### config.mk
export PLATFORM = sky130hd
export DESIGN_NAME = mips_16_dmem_arbiter
export DESIGN_NICKNAME = d
export VERILOG_FILES = /design/src/rtl/mips_16_arb_pkg.sv /design/src/rtl/mips_16_arb_starve_cnt.sv /design/src/rtl/mips_16_dmem_arbiter.sv
export SDC_FILE = /design/constraint.sdc
export NUM_CORES = 1
export LEC_CHECK = 0
export CORE_MARGIN = 4
export CORE_UTILIZATION = 35
export DETAILED_ROUTE_END_ITERATION = 8
export GPL_TIMING_DRIVEN = 0
export PLACE_DENSITY = 0.89
export RECOVER_POWER = 100
export SLEW_MARGIN = 20
export SYNTH_ARGS = -nofsm -noshare
export SYNTH_HDL_FRONTEND = slang
export SYNTH_SLANG_ARGS = --single-unit
### constraint.sdc
create_clock -name clk -period 2.2 [get_ports clk]
set_input_delay 0.44 -clock clk [delete_from_list [all_inputs] [get_ports clk]]
set_output_delay 0.44 -clock clk [all_outputs]
set_load 0.02 [all_outputs]
### src/rtl/mips_16_arb_pkg.sv
// Shared types for the MIPS-16 data memory arbiter: FSM states and grant selector.
package mips_16_arb_pkg;

  typedef enum logic [1:0] {
    SHARE,
    DRAIN,
    HALT
  } arb_state_t;

  typedef enum logic [1:0] {
    GNT_NONE,
    GNT_CORE,
    GNT_DBG
  } grant_t;

endpackage

### src/rtl/mips_16_arb_starve_cnt.sv
// Saturating count of consecutive cycles the debug port waited without a grant.
module mips_16_arb_starve_cnt #(
  parameter int MAX = 4
) (
  input  logic clk,
  input  logic rst,
  input  logic clr,
  input  logic inc,
  output logic at_max
);

  localparam int W = (MAX < 1) ? 1 : $clog2(MAX + 1);

  logic [W-1:0] cnt_reg;

  assign at_max = (cnt_reg == W'(MAX));

  always_ff @(posedge clk or negedge rst) begin
    if (!rst) begin
      cnt_reg <= '0;
    end else if (clr) begin
      cnt_reg <= '0;
    end else if (inc && !at_max) begin
      cnt_reg <= cnt_reg + 1'b1;
    end
  end

endmodule

### src/rtl/mips_16_dmem_arbiter.sv
// Arbitrates the single-port data memory between the core MEM stage (priority)
// and a debug/loader port, with anti-starvation slots and a halt/drain handshake.
module mips_16_dmem_arbiter
  import mips_16_arb_pkg::*;
#(
  parameter int ADDR_W     = 8,
  parameter int DATA_W     = 16,
  parameter int STARVE_MAX = 4
) (
  input  logic              clk,
  input  logic              rst,
  input  logic              core_req,
  input  logic              core_we,
  input  logic [ADDR_W-1:0] core_addr,
  input  logic [DATA_W-1:0] core_wdata,
  output logic [DATA_W-1:0] core_rdata,
  output logic              core_stall,
  input  logic              dbg_valid,
  output logic              dbg_ready,
  input  logic              dbg_we,
  input  logic [ADDR_W-1:0] dbg_addr,
  input  logic [DATA_W-1:0] dbg_wdata,
  output logic              dbg_rvalid,
  output logic [DATA_W-1:0] dbg_rdata,
  input  logic              dbg_halt_req,
  output logic              dbg_halt_ack,
  output logic              mem_en,
  output logic              mem_we,
  output logic [ADDR_W-1:0] mem_addr,
  output logic [DATA_W-1:0] mem_wdata,
  input  logic [DATA_W-1:0] mem_rdata
);

  arb_state_t        state_reg;
  grant_t            grant;
  logic              starve_at_max;
  logic              core_go;
  logic              dbg_go;
  logic              core_rd_pend_reg;
  logic              dbg_rd_pend_reg;
  logic [DATA_W-1:0] core_rdata_reg;
  logic [DATA_W-1:0] dbg_rdata_reg;

  // Grant is forced to none while reset is held so every output reads 0.
  always_comb begin
    grant = GNT_NONE;
    if (rst) begin
      case (state_reg)
        SHARE: begin
          if (core_req && !(dbg_valid && starve_at_max)) begin
            grant = GNT_CORE;
          end else if (dbg_valid) begin
            grant = GNT_DBG;
          end
        end
        HALT:    grant = GNT_DBG;
        default: grant = GNT_NONE;
      endcase
    end
  end

  assign core_go    = (grant == GNT_CORE);
  assign dbg_ready  = (grant == GNT_DBG);
  assign dbg_go     = dbg_ready && dbg_valid;
  assign core_stall = rst && core_req && !core_go;

  assign mem_en    = core_go || dbg_go;
  assign mem_we    = core_go ? core_we : (dbg_go && dbg_we);
  assign mem_addr  = core_go ? core_addr  : (dbg_go ? dbg_addr  : '0);
  assign mem_wdata = core_go ? core_wdata : (dbg_go ? dbg_wdata : '0);

  assign dbg_halt_ack = (state_reg == HALT);
  assign dbg_rvalid   = dbg_rd_pend_reg;

  // Read data passes straight through in the return cycle, then is held.
  assign core_rdata = core_rd_pend_reg ? mem_rdata : core_rdata_reg;
  assign dbg_rdata  = dbg_rd_pend_reg  ? mem_rdata : dbg_rdata_reg;

  mips_16_arb_starve_cnt #(
    .MAX(STARVE_MAX)
  ) u_starve_cnt (
    .clk   (clk),
    .rst   (rst),
    .clr   (!dbg_valid || dbg_ready),
    .inc   (dbg_valid && !dbg_ready),
    .at_max(starve_at_max)
  );

  always_ff @(posedge clk or negedge rst) begin
    if (!rst) begin
      state_reg        <= SHARE;
      core_rd_pend_reg <= 1'b0;
      dbg_rd_pend_reg  <= 1'b0;
      core_rdata_reg   <= '0;
      dbg_rdata_reg    <= '0;
    end else begin
      core_rd_pend_reg <= core_go && !core_we;
      dbg_rd_pend_reg  <= dbg_go && !dbg_we;
      if (core_rd_pend_reg) core_rdata_reg <= mem_rdata;
      if (dbg_rd_pend_reg)  dbg_rdata_reg  <= mem_rdata;

      // DRAIN lasts one cycle so a read granted just before it can return.
      case (state_reg)
        SHARE:   state_reg <= dbg_halt_req ? DRAIN : SHARE;
        DRAIN:   state_reg <= dbg_halt_req ? HALT  : SHARE;
        HALT:    state_reg <= dbg_halt_req ? HALT  : SHARE;
        default: state_reg <= SHARE;
      endcase
    end
  end

endmodule

==> reports/summary.txt <==
run status - complete, but fails checks
failing checks - negative setup slack
first-pass GRT wire length - 9.84 mm
Synth Cell Area - 0.00188 mm2
syn_nets - 215
std cell rows - 26
hold buffer count at cts - 0
post-layout net count - 375
Worst setup EP type - output port
Seq/Total Area, Yosys - 0.518
largest net degree at the start of global routing - 19
Worst Max-Slew Pin Slew - 0.918 ns
GR Util met2 - 0.343
number of diodes - 0
top cells by count, synth - 39 x dfrtp_1, 32 x mux2_2, 25 x a22o_1
Buffers & Inverters on Critical Path - 4
final hold vios - 0
Most Used Layer, Global Route - met2
dominant synthesized flop cell - dfrtp_1
Starting Density - 0.364
crit path time final - 2.40 ns
critical-path maximum fanout - 10
WL final - 7.08 mm
GRT Util Overall - 0.199
slowest library cell on the worst path - dfrtp_1
Clock Latency Late Sink - 0.29 ns
PD cells - 1060 mW/mm2
static leakage - 1.73 nW
Routability Congestion - 0.728
Synth area leader - dfrtp_1
MaxCap Viol Count - 0
top cells by area, synth - dfrtp_1 52%, mux2_2 19%, a22o_1 12%
cts bufs inserted - 5
Max-Slew Margin vs Limit - 0.388
die area - 0.00662 mm2
delay-heaviest family, CP - buffers and inverters
Final setup viols - 47
vias - 1826
Remaining DRCs - 0
port bufs - 132
clock buffer depth - 2
CTS tree - yes
Core ar. - 0.00517 mm2
Fin Setup TNS - -6.04 ns
Clock transition at path regs - 0.07 ns
Die Span Y - 81.4 um
Netlist cell types - 27
post-DR vias/cell - 4.94
io pins - 133
Post-synth EDFFs - 0
post-synthesis cell count - 139
unrepaired setup endpoints after global routing - yes
drt first-iter violations - 70
flops & latches, synth - 39
Routed Antenna Nets - 0
Synthesis Warnings - 0
area grow syn2layout - 94.0%
Peak supply drop - 0.800 mV
Setup WS post-layout - -0.202 ns
share of layout cells above drive strength 1 - 0.290
Tightest Hold Check Type - input pin to asynchronous set/reset pin
most frequent cell after synthesis - dfrtp_1
Slew Viols, Final - 0
crit-path cells - inv_2 > ha_4 > nand2_2 > and4bb_1 > buf_6 > buf_8 > a22o_1 > buf_6
Global Route met3 Usage - 0.0521
M1 GR Usage - 0.229
Setup Crit Path Kind - register to output port
most used cell, CP - buf_6
Post-Syn Area per Cell - 13.5 um2
DR pass1 iterations - 4
Async S/R FF share, synth - 1.00
Startpoint Class - register
fin crit share - 1.09
Root Buffer - clkbuf_8
WP data arrival - 1.96 ns
total power draw - 0.00386 W
total gr overflow - 0
Synth top area share - 0.518
vias in the first global route - 1965
wire per inst - 19.1 um
max incr delay on CP - 0.42 ns
clk sink count - 39
fmax - 416 MHz
CP required - 1.76 ns
H-tree depth reported by CTS - 2
clk_skew - 0.00452 ns
Die Wd - 81.4 um
hpwl dp - 4.98 mm
initial antenna violation count - 0
## placed cells by master (no fill, tap or decap), types with 6 or more instances in the layout
cell	count
mux2_1	20
dfrtp_1	37
dlymetal6s2s_1	10
clkbuf_1	6
dlygate4sd2_1	22
mux2_2	12
clkdlybuf4s50_1	71
a22o_1	25
buf_4	14
buf_6	35
## timing repair
action,in CTS,in global routing
buffers inserted,18,2
gates resized for setup,183,38
cloned,2,0
pin swaps,5,17
setup endpoints to repair,60,37
## metal layers
layer	vias up	part of all wire
met2	59	0.57
met4	0	0.022
met3	20	0.047
met5	-	0
li1	833	-
met1	914	0.37
## power breakdown
part	internal [W]	switching (W)
registers	0.00103	0.0000854
logic	0.00111	0.00117
clock network	0.000222	0.000239
## final cells by class
class                   count  area [um2]
inverters                   4        15.0
plain buffers               7        67.6
well taps                  70        87.6
fillers                   370        1520
clock buffers               7        76.3
multi-input cells          87         876
clock inverters             1        5.00
repair buffers            155        1550
flip-flops and latches     39         978
## cell families after synthesis
| logic type | share of synthesized area |
|---|---|
| flops | 0.518 |
| mux | 0.197 |
| compound gates | 0.141 |
| simple gates | 0.0591 |
| buf+inv | 0.0472 |
| fa+ha+maj | 0.0332 |
| xor+xnor | 0.00465 |
## final timing paths
check	startpoint	to	slack [ns]	depth (start not counted)
max	state_reg[1]	mem_wdata[1]	-0.20	8
max reg2reg	state_reg[1]	u_starve_cnt.cnt_reg[0]	0.54	7
max in group asynchronous	rst	dbg_rdata_reg[3]	1.05	2
min	rst	dbg_rdata_reg[8]	0.03	1
min reg2reg	core_rdata_reg[11]	core_rdata_reg[11]	0.48	1
min in group clk	core_rdata_reg[11]	core_rdata_reg[11]	0.48	1
## per-stage QoR
| step | cell area [um2] | instances | setup WS, ns | hold WS (ns) | utilization |
|---|---|---|---|---|---|
| 6_report | 3650 | 370 | -0.202 | 0.0279 | 0.706 |
| 3_3_place_gp | 3290 | 341 | -2.18 | 0.480 | 0.636 |
| 2_1_floorplan | 1880 | 139 | 0.147 | 0.144 | - |
| 4_1_cts | 3580 | 368 | -0.112 | 0.0254 | 0.692 |
| 5_1_grt | 3650 | 370 | -0.294 | 0.0254 | 0.706 |
| 3_5_place_dp | 3310 | 342 | -0.778 | 0.319 | 0.639 |
(Power assumes the default switching activity.)
